[src/rtl/tile_sequencer_if.sv]
// Handshake/status bundle between the top-level controller and tile_sequencer.
// Latency: none (wires only).
// Backpressure: stall_i from the controller freezes the sequencer schedule.
// Ports: start_i/stall_i are driven by the controller (master); all *_o signals
// are driven by the sequencer (slave). Widths follow the array parameters.
interface tile_sequencer_if #(
    parameter int PE_SIZE        = 14,
    parameter int WEIGHT_ROW_NUM = 70,
    parameter int WEIGHT_COL_NUM = 294,
    parameter int FLUSH_PASSES   = 3
);
    localparam int NUM_TILES    = (WEIGHT_COL_NUM + PE_SIZE - 1) / PE_SIZE;
    localparam int TOTAL_PASSES = NUM_TILES + FLUSH_PASSES;
    localparam int PRE_W  = (PE_SIZE > 1)        ? $clog2(PE_SIZE)        : 1;
    localparam int ROW_W  = (WEIGHT_ROW_NUM > 1) ? $clog2(WEIGHT_ROW_NUM) : 1;
    localparam int PASS_W = (TOTAL_PASSES > 1)   ? $clog2(TOTAL_PASSES)   : 1;

    logic              start_i;
    logic              stall_i;
    logic              busy_o;
    logic              preload_en_o;
    logic [PRE_W-1:0]  preload_idx_o;
    logic              psum_en_o;
    logic [ROW_W-1:0]  weight_row_o;
    logic [PASS_W-1:0] pass_idx_o;
    logic              flush_o;
    logic              done_o;

    modport master (
        output start_i, stall_i,
        input  busy_o, preload_en_o, preload_idx_o, psum_en_o,
               weight_row_o, pass_idx_o, flush_o, done_o
    );

    modport slave (
        input  start_i, stall_i,
        output busy_o, preload_en_o, preload_idx_o, psum_en_o,
               weight_row_o, pass_idx_o, flush_o, done_o
    );
endinterface

[src/rtl/tile_sequencer.sv]
// Compute-schedule sequencer: per pass, PE_SIZE preload cycles then WEIGHT_ROW_NUM psum_en cycles.
// Latency: preload_en_o first high the cycle after start_i is sampled; done_o one cycle after last pass.
// Backpressure: stall_i freezes state and counters; enables are gated combinationally by stall_i.
// Ports: clk, rst (sync, active-high), bus (tile_sequencer_if.slave): start_i/stall_i in;
// busy_o, preload_en_o, preload_idx_o, psum_en_o, weight_row_o, pass_idx_o, flush_o, done_o out.
module tile_sequencer #(
    parameter int PE_SIZE        = 14,
    parameter int WEIGHT_ROW_NUM = 70,
    parameter int WEIGHT_COL_NUM = 294,
    parameter int FLUSH_PASSES   = 3
) (
    input  logic               clk,
    input  logic               rst,
    tile_sequencer_if.slave    bus
);
    localparam int NUM_TILES    = (WEIGHT_COL_NUM + PE_SIZE - 1) / PE_SIZE;
    localparam int TOTAL_PASSES = NUM_TILES + FLUSH_PASSES;
    localparam int PRE_W  = (PE_SIZE > 1)        ? $clog2(PE_SIZE)        : 1;
    localparam int ROW_W  = (WEIGHT_ROW_NUM > 1) ? $clog2(WEIGHT_ROW_NUM) : 1;
    localparam int PASS_W = (TOTAL_PASSES > 1)   ? $clog2(TOTAL_PASSES)   : 1;

    localparam logic [1:0] S_IDLE    = 2'd0;
    localparam logic [1:0] S_PRELOAD = 2'd1;
    localparam logic [1:0] S_STREAM  = 2'd2;
    localparam logic [1:0] S_DONE    = 2'd3;

    localparam logic [PRE_W-1:0]  PRE_LAST  = PRE_W'(PE_SIZE - 1);
    localparam logic [ROW_W-1:0]  ROW_LAST  = ROW_W'(WEIGHT_ROW_NUM - 1);
    localparam logic [PASS_W-1:0] PASS_LAST = PASS_W'(TOTAL_PASSES - 1);
    // One extra bit so NUM_TILES still compares correctly when there are no flush passes.
    localparam logic [PASS_W:0]   FLUSH_FROM = (PASS_W + 1)'(NUM_TILES);

    logic [1:0]        state_q, state_d;
    logic [PRE_W-1:0]  pre_q,   pre_d;
    logic [ROW_W-1:0]  row_q,   row_d;
    logic [PASS_W-1:0] pass_q,  pass_d;

    always_comb begin
        state_d = state_q;
        pre_d   = pre_q;
        row_d   = row_q;
        pass_d  = pass_q;
        case (state_q)
            S_IDLE: begin
                if (bus.start_i) begin
                    state_d = S_PRELOAD;
                    pre_d   = '0;
                    row_d   = '0;
                    pass_d  = '0;
                end
            end
            S_PRELOAD: begin
                if (!bus.stall_i) begin
                    if (pre_q == PRE_LAST) begin
                        state_d = S_STREAM;
                        row_d   = '0;
                    end else begin
                        pre_d = pre_q + PRE_W'(1);
                    end
                end
            end
            S_STREAM: begin
                if (!bus.stall_i) begin
                    if (row_q == ROW_LAST) begin
                        // Next pass starts immediately: no bubble between bursts.
                        if (pass_q < PASS_LAST) begin
                            state_d = S_PRELOAD;
                            pass_d  = pass_q + PASS_W'(1);
                            pre_d   = '0;
                        end else begin
                            state_d = S_DONE;
                        end
                    end else begin
                        row_d = row_q + ROW_W'(1);
                    end
                end
            end
            S_DONE: begin
                // Return to a clean idle so the register outputs read zero between runs.
                state_d = S_IDLE;
                pre_d   = '0;
                row_d   = '0;
                pass_d  = '0;
            end
            default: state_d = S_IDLE;
        endcase
    end

    always_ff @(posedge clk) begin
        if (rst) begin
            state_q <= S_IDLE;
            pre_q   <= '0;
            row_q   <= '0;
            pass_q  <= '0;
        end else begin
            state_q <= state_d;
            pre_q   <= pre_d;
            row_q   <= row_d;
            pass_q  <= pass_d;
        end
    end

    assign bus.busy_o        = (state_q != S_IDLE);
    assign bus.preload_en_o  = (state_q == S_PRELOAD) & ~bus.stall_i;
    assign bus.psum_en_o     = (state_q == S_STREAM) & ~bus.stall_i;
    assign bus.done_o        = (state_q == S_DONE);
    assign bus.flush_o       = bus.busy_o & ({1'b0, pass_q} >= FLUSH_FROM);
    assign bus.preload_idx_o = pre_q;
    assign bus.weight_row_o  = row_q;
    assign bus.pass_idx_o    = pass_q;
endmodule

[src/flat_wrapper.sv]
// flat-port wrapper written by rule: the top's interface ports become plain ports
module tile_sequencer_flat 
#(
    parameter int PE_SIZE        = 14,
    parameter int WEIGHT_ROW_NUM = 70,
    parameter int WEIGHT_COL_NUM = 294,
    parameter int FLUSH_PASSES   = 3
)
  (clk, rst, bus_start_i, bus_stall_i, bus_busy_o, bus_preload_en_o, bus_preload_idx_o, bus_psum_en_o, bus_weight_row_o, bus_pass_idx_o, bus_flush_o, bus_done_o);
  tile_sequencer_if #(.PE_SIZE(PE_SIZE), .WEIGHT_ROW_NUM(WEIGHT_ROW_NUM), .WEIGHT_COL_NUM(WEIGHT_COL_NUM), .FLUSH_PASSES(FLUSH_PASSES)) bus_i ();
  input  logic clk;
  input  logic rst;
  input wire logic [$bits(bus_i.start_i)-1:0] bus_start_i;
  input wire logic [$bits(bus_i.stall_i)-1:0] bus_stall_i;
  output wire logic [$bits(bus_i.busy_o)-1:0] bus_busy_o;
  output wire logic [$bits(bus_i.preload_en_o)-1:0] bus_preload_en_o;
  output wire logic [$bits(bus_i.preload_idx_o)-1:0] bus_preload_idx_o;
  output wire logic [$bits(bus_i.psum_en_o)-1:0] bus_psum_en_o;
  output wire logic [$bits(bus_i.weight_row_o)-1:0] bus_weight_row_o;
  output wire logic [$bits(bus_i.pass_idx_o)-1:0] bus_pass_idx_o;
  output wire logic [$bits(bus_i.flush_o)-1:0] bus_flush_o;
  output wire logic [$bits(bus_i.done_o)-1:0] bus_done_o;
  assign bus_i.start_i = bus_start_i;
  assign bus_i.stall_i = bus_stall_i;
  assign bus_busy_o = bus_i.busy_o;
  assign bus_preload_en_o = bus_i.preload_en_o;
  assign bus_preload_idx_o = bus_i.preload_idx_o;
  assign bus_psum_en_o = bus_i.psum_en_o;
  assign bus_weight_row_o = bus_i.weight_row_o;
  assign bus_pass_idx_o = bus_i.pass_idx_o;
  assign bus_flush_o = bus_i.flush_o;
  assign bus_done_o = bus_i.done_o;
  tile_sequencer #(.PE_SIZE(PE_SIZE), .WEIGHT_ROW_NUM(WEIGHT_ROW_NUM), .WEIGHT_COL_NUM(WEIGHT_COL_NUM), .FLUSH_PASSES(FLUSH_PASSES)) u_core (.clk(clk), .rst(rst), .bus(bus_i));
endmodule
[config.mk]
export PLATFORM = sky130hd
export DESIGN_NAME = tile_sequencer_flat
export DESIGN_NICKNAME = d
export VERILOG_FILES = /design/src/rtl/tile_sequencer_if.sv /design/src/rtl/tile_sequencer.sv /design/src/flat_wrapper.sv
export SDC_FILE = /design/constraint.sdc
export NUM_CORES = 1
export LEC_CHECK = 0
export BUFFER_PORTS_ARGS = -buffer_cell sky130_fd_sc_hd__buf_2
export CELL_PAD_IN_SITES_DETAIL_PLACEMENT = 1
export CELL_PAD_IN_SITES_GLOBAL_PLACEMENT = 1
export CORE_UTILIZATION = 42
export DETAILED_ROUTE_END_ITERATION = 8
export PLACE_DENSITY_LB_ADDON = 0.08
export SLEW_MARGIN = 20
export SYNTH_ARGS = -nofsm -noshare
export SYNTH_HDL_FRONTEND = slang
export SYNTH_SLANG_ARGS = --single-unit
[constraint.sdc]
create_clock -name clk -period 3.79 [get_ports clk]
set_input_delay 0.5685 -clock clk [delete_from_list [all_inputs] [get_ports clk]]
set_output_delay 0.5685 -clock clk [all_outputs]
set_load 0.01 [all_outputs]
==> flow_metrics.tcl, run 1 <==
set metrics [dict create \
    status "finished, final reports clean" \
    via_count 1111 \
    pre_cts_ws_ns 1.60 \
    core_um2 2540 \
    drtIter0Drc 14 \
    syn2layout_area_growth_pct 13.1 \
    drive_above_1_share_pct 26.3 \
    wirelength_mm 3.06 \
    synth-warning-count 0 \
    startpoint_type "register" \
    rows 18 \
    critical-path-top-delay-family "compound AO/OA/AOI/OAI gates" \
    synth_cells 131 \
    cp_slowest_cell "a211oi_2" \
    layout_setup_ws_ns 1.61 \
    insertion_delay_ns 0.30 \
    synth-edff-count 0 \
    worstMarginPinSlew_ns 0.850 \
    ys_async_sr_fraction_pct 0 \
    p_int_w 0.000262 \
    power_density_nw_per_um2 273 \
    syn_nets 141 \
    ys_top_cells_by_area "dfxtp_1 (31%), ha_1 (6.5%), a21oi_1 (4.8%)" \
    grt_pass1_wl_mm 4.91 \
    drc 0 \
    grt_pass1_vias 1008 \
    routed_via_density 6.10 \
    final_antenna_net_count 0 \
    drv_cap 0 \
    crit_type "register to register" \
    synth_top_area_share_pct 31.2 \
    yosys.cell_types.count 46 \
    worst-path-buf-inv 1 \
    antennaDiodeCount 0 \
    synth_area_leader_cell "dfxtp_1" \
    htreeDepth 1 \
    synthesis.area_um2 1160 \
    antenna_found_initial 0 \
    arrival_ns 2.38 \
    setup_tns_ns 0 \
    postCtsSetupBuffers 0 \
    netSwitchingFraction_pct 26.6 \
    cp_cell_sequence "inv_1 -> ha_1 -> and4bb_1 -> a211oi_2 -> nor4_1 -> o221a_1" \
    seqPwrFrac_pct 54.5 \
    cts_buffers 3 \
    min_path_type "register to register" \
    cts_root_buf "clkbuf_4" \
    fmax_mhz 458 \
    power.share.clock_pct 34.6 \
    cp-end-kind "register" \
    place_congestion 0.808 \
    synth_flop_cell "dfxtp_1" \
    cts_hold_buf 0 \
    fin_crit_sh_pct 57.6 \
    fillers 323 \
    grt_overflow 0 \
    power_frac_comb_pct 10.9 \
    grt_setup_unrepaired "no" \
    vdd_drop_max_mv 0.159 \
    finish.net_count 163 \
    die_area_um2 2970 \
    drv_slew 0 \
    critical-path-max-stage-delay_ns 0.74 \
    period_minus_slack_ns 2.18 \
    cts_tree "done" \
    clkTransAtPathRegs_ns 0.12 \
    hold_viol_final 0 \
    die_width_um 54.5 \
    p_sw_w 0.0000948 \
    relSlewSlack_pct 43.3 \
    dr.pass1.iters 4 \
    clock-sinks 18 \
    port_buffers 24 \
    start_util_pct 45.4 \
    setup-violations-final 0 \
    die_h_um 54.5 \
    syn_avg_cell_area_um2 8.83 \
    clockBufferDepth 2 \
    worstPathRequired_ns 3.99 \
    crit_path_max_fanout 12 \
    skew_ns 0.0112 \
    hpwlAfterDp_mm 2.23 \
    ys_ff_latch 18 \
    wl_per_cell_um 16.8 \
    io_pins 25 \
    r2r_slack_ns 1.61 \
    grt_start_max_net_pins 14 \
    yosysSeqAreaShare_pct 31.2 \
    post_cts_resized 0 \
    gr-usage-all-layers_pct 23.2 \
    leakagePower_nw 0.511 \
]
-- path summary, 6_finish.rpt --
| check | startpoint | end | depth (start not counted) |
|---|---|---|---|
| worst max-delay path | u_core.bus.weight_row_o[1] | u_core.bus.pass_idx_o[4] | 6 |
| worst min-delay path | u_core.bus.pass_idx_o[3] | u_core.bus.pass_idx_o[3] | 2 |
| worst max register to register | u_core.bus.weight_row_o[1] | u_core.bus.pass_idx_o[4] | 6 |
| worst min register to register | u_core.bus.pass_idx_o[3] | u_core.bus.pass_idx_o[3] | 2 |
-- area by class of cell --
| type | instances | area (µm²) | area share (%) |
|---|---|---|---|
| flip-flops and latches | 18 | 360 | 27.6 |
| well taps | 30 | 37.5 | 2.87 |
| repair buffers | 24 | 120 | 9.19 |
| multi-input cells | 101 | 734 | 56.2 |
| clock buffers | 4 | 36.3 | 2.78 |
| inverters | 5 | 18.8 | 1.44 |
-- placed cells by master, fill, tap and decap left out, types with 3 or more instances in the layout --
| cell type | Yosys | layout |
|---|---|---|
| inv_1 | 5 | 5 |
| nand4_1 | 3 | 3 |
| o31ai_1 | 3 | 3 |
| o21ai_0 | 3 | 3 |
| nand3b_1 | 5 | 5 |
| o21ai_1 | 5 | 5 |
| nand3_1 | 6 | 6 |
| ha_1 | 6 | 6 |
| nand2_1 | 7 | 7 |
| or3_1 | 5 | 5 |
| nand2b_1 | 3 | 3 |
| dfxtp_1 | 18 | 18 |
| buf_2 | 1 | 24 |
| a21oi_1 | 11 | 11 |
| nor2_1 | 6 | 6 |
| clkbuf_4 | 0 | 3 |
-- power by group through the flow --
stage / clock network, W / logic (W) / registers [W]
6_report: 0.000123 / 0.0000391 / 0.000194
5_1_grt: 0.000134 / 0.0000428 / 0.000195
4_1_cts: 0.000129 / 0.0000388 / 0.000194
3_5_place_dp: 0 / 0.0000387 / 0.000199
3_3_place_gp: 0 / 0.0000372 / 0.000198
2_1_floorplan: 0 / 0.0000310 / 0.000197
-- synthesized netlist by cell type (all sizes together), types with 3 or more instances --
cell    count
o31ai       3
nand4       3
dfxtp      18
nand3       6
buf         3
nand2       7
nand2b      3
o32ai       4
ha          6
nor2        6
a21oi      12
clkbuf      4
inv         5
o21ai       8
nand3b      5
or3         5
-- worst reg2reg max path: cells and delay by family (launching register included) --
family / cells / cell delay, ns
buffers and inverters: 1 / 0.08
DFF: 1 / 0.44
and+or+nand+nor: 2 / 0.35
AOI/OAI and AO/OA: 2 / 1.01
adders and majority gates: 1 / 0.20
-- sequential cells by signal, summed over array words and instances (netlist names) --
register / count
u_core.bus.preload_idx_o: 4
u_core.bus.weight_row_o: 7
u_core.state_q: 2
u_core.bus.pass_idx_o: 5
-- routing by layer --
layer / vias to the layer above / track usage, % / part of all wire, %
met5: - / 0 / 0
met4: 0 / 5.13 / 0.49
met3: 2 / 2.50 / 2.5
met2: 17 / 35.4 / 45
met1: 550 / 34.4 / 52
li1: 542 / - / -
-- cell families (layout without fill, tap and decap cells) --
group | count (synthesis) | count (layout) | synth area share (%)
mux | 2 | 2 | 1.73
fa+ha+maj | 6 | 6 | 6.49
compound gates | 40 | 40 | 25.0
buf+inv | 12 | 33 | 5.30
flops | 18 | 18 | 31.2
simple gates | 53 | 53 | 30.3
-- per-stage QoR --
| step | area, µm² | hold WS, ns | cells | util [%] | total power (W) |
|---|---|---|---|---|---|
| floorplan | 1160 | 0.522 | 131 | - | 0.000228 |
| global placement | 1270 | 0.495 | 178 | 50.0 | 0.000235 |
| detailed placement | 1270 | 0.521 | 178 | 50.0 | 0.000237 |
| CTS | 1310 | 0.538 | 182 | 51.4 | 0.000363 |
| global route | 1310 | 0.560 | 182 | 51.4 | 0.000371 |
| finish | 1310 | 0.548 | 182 | 51.4 | 0.000357 |
Power figures use the tool's default switching activity.
==> run 2: changes to the inputs <==
--- a/config.mk
+++ b/config.mk
@@ -5,10 +5,11 @@
 export SDC_FILE = /design/constraint.sdc
 export NUM_CORES = 1
 export LEC_CHECK = 0
+export ABC_AREA = 1
 export BUFFER_PORTS_ARGS = -buffer_cell sky130_fd_sc_hd__buf_2
 export CELL_PAD_IN_SITES_DETAIL_PLACEMENT = 1
 export CELL_PAD_IN_SITES_GLOBAL_PLACEMENT = 1
-export CORE_UTILIZATION = 42
+export CORE_UTILIZATION = 37
 export DETAILED_ROUTE_END_ITERATION = 8
 export PLACE_DENSITY_LB_ADDON = 0.08
 export SLEW_MARGIN = 20
==> constraint.sdc (replaced) <==
create_clock -name clk -period 2.25 [get_ports clk]
set_input_delay 0.3375 -clock clk [delete_from_list [all_inputs] [get_ports clk]]
set_output_delay 0.3375 -clock clk [all_outputs]
set_load 0.01 [all_outputs]
==> run 2 against run 1 <==
- first-iteration DRC count up 64%
- die area up 17%
- non-clock buffer count unchanged
- area after synthesis up 3.4%
- total power rose to 4.5 times the previous value
- routed wire length up 3.1%
==> flow_metrics.tcl, run 2 <==
set metrics [dict create \
    status "finished, final reports clean" \
    syn2layout_area_growth_pct 15.8 \
    ff2ff_path_depth 9 \
    drv_slew 0 \
    layout_common_cells "nand2_1 (46), nor2_1 (32), inv_1 (28)" \
    synth_most_common_cell "nand2_1" \
    setup-violations-final 0 \
    synth_common_cells "nand2_1 (46), nor2_1 (32), inv_1 (28)" \
    place_congestion 0.746 \
    io_pins 25 \
    grt_setup_unrepaired "no" \
    port_buffers 24 \
    grt_overflow 0 \
    via_count 1267 \
    htreeDepth 1 \
    fmax_mhz 541 \
    post_cts_resized 0 \
    cts_root_buf "clkbuf_4" \
    clock-sinks 18 \
    core_um2 3050 \
    arrival_ns 1.51 \
    layout.cells.most_common "nand2_1" \
    synth_area_leader_cell "dfxtp_1" \
    wl_per_cell_um 12.1 \
    min_path_type "input port to register" \
    fillers 443 \
    drc 0 \
    hold_depth 2 \
    power_density_nw_per_um2 1160 \
    hpwlAfterDp_mm 2.45 \
    synthesis.area_um2 1190 \
    final_util_pct 45.3 \
    place_area_um2 1360 \
    syn_nets 201 \
    worstMarginPinSlew_ns 0.477 \
    cts_buffers 3 \
    final_antenna_net_count 0 \
    wirelength_mm 3.15 \
    ys_async_sr_fraction_pct 0 \
    antenna_found_initial 0 \
    grt_start_max_net_pins 13 \
    synth_top_area_share_pct 30.2 \
    grt_pass1_vias 1217 \
    antennaDiodeCount 0 \
    setup_tns_ns 0 \
    ys_top_cells_by_area "dfxtp_1 (30%), nand2_1 (14%), nor2_1 (10%)" \
    grt_pass1_wl_mm 5.35 \
    postCtsSetupBuffers 0 \
    syn_avg_cell_area_um2 6.26 \
    yosysSeqAreaShare_pct 30.2 \
    gr-usage-all-layers_pct 20.3 \
    relSlewSlack_pct 68.1 \
    start_util_pct 39.1 \
    skew_ns 0.00173 \
    die_width_um 58.8 \
    ys_ff_latch 18 \
    die_h_um 58.8 \
    period_minus_slack_ns 1.85 \
    clkTransAtPathRegs_ns 0.11 \
    leakagePower_nw 0.709 \
    crit_path_max_fanout 12 \
    worstPathRequired_ns 1.91 \
    synth-warning-count 0 \
    rows 20 \
    cts_hold_buf 0 \
    insertion_delay_ns 0.31 \
    fin_crit_sh_pct 82.1 \
    cp-end-kind "primary output" \
    dr.pass1.iters 4 \
    crit_type "register to primary output" \
    drive_above_1_share_pct 17.6 \
    drtIter0Drc 23 \
    hold_viol_final 0 \
    clockBufferDepth 2 \
    largest_register_ffs 7 \
    synth-edff-count 0 \
    yosys.cell_types.count 25 \
    synth_flop_cell "dfxtp_1" \
    finish.net_count 228 \
    synth_cells 191 \
    vdd_drop_max_mv 0.465 \
    cts_tree "done" \
    fin_area_um2 1380 \
    startpoint_type "register" \
    drv_cap 0 \
    die_area_um2 3460 \
    routed_via_density 4.87 \
]
[run 2: critical path, cell delays in order, from the launching register on]
cell and delay [ns]:
dfxtp_1 0.46, inv_2 0.08, nor2_4 0.21, inv_2 0.17
nor2_1 0.14, buf_2 0.14
[run 2: per-layer routing]
metal / up-vias / global-route usage (%) / routed length [µm]
met5: - / 0 / 0
met4: 0 / 8.16 / 56
met3: 5 / 1.98 / 66
met2: 19 / 36.5 / 1530
met1: 590 / 24.7 / 1500
li1: 653 / - / -
[run 2: logic make-up after synthesis]
logic type / after synthesis / share of synthesized area [%]
xor gates and xnor gates: 2 / 1.47
adders and majority gates: 6 / 6.28
DFF: 18 / 30.2
and+or+nand+nor: 110 / 40.4
AOI/OAI and AO/OA: 21 / 10.9
buffers and inverters: 34 / 10.8
[run 2: cell type report]
cell class | instances | area, µm² | area share [%]
multi-input combinational | 139 | 706 | 51.0
sequential | 18 | 360 | 26.0
timing repair buffer | 24 | 120 | 8.68
inverter | 32 | 120 | 8.68
tap | 44 | 55.1 | 3.98
clock buffer | 3 | 22.5 | 1.63
[run 2: metrics by stage]
step | total power, W | hold slack [ns] | std cells | worst slack (ns)
floorplan | 0.00117 | 0.524 | 191 | 0.805
global placement | 0.00142 | 0.504 | 257 | 0.643
detailed placement | 0.00145 | 0.517 | 257 | 0.577
CTS | 0.00163 | 0.305 | 260 | 0.382
global route | 0.00177 | 0.314 | 260 | 0.305
finish | 0.00160 | 0.306 | 260 | 0.402
[run 2: path summary, 6_finish.rpt]
check,slack [ns],to,start
worst max register to register,0.57,u_core.bus.weight_row_o[0],u_core.bus.weight_row_o[1]
worst max-delay path,0.40,bus_psum_en_o,u_core.state_q[1]
worst min register to register,0.53,u_core.bus.weight_row_o[6],u_core.bus.weight_row_o[6]
worst min-delay path,0.31,u_core.bus.weight_row_o[3],rst
[run 2: report_power, final]
part | total, W | internal, W | switching, W
registers | 0.000540 | 0.000409 | 0.000131
logic | 0.000885 | 0.000296 | 0.000589
clock network | 0.000177 | 0.0000627 | 0.000114
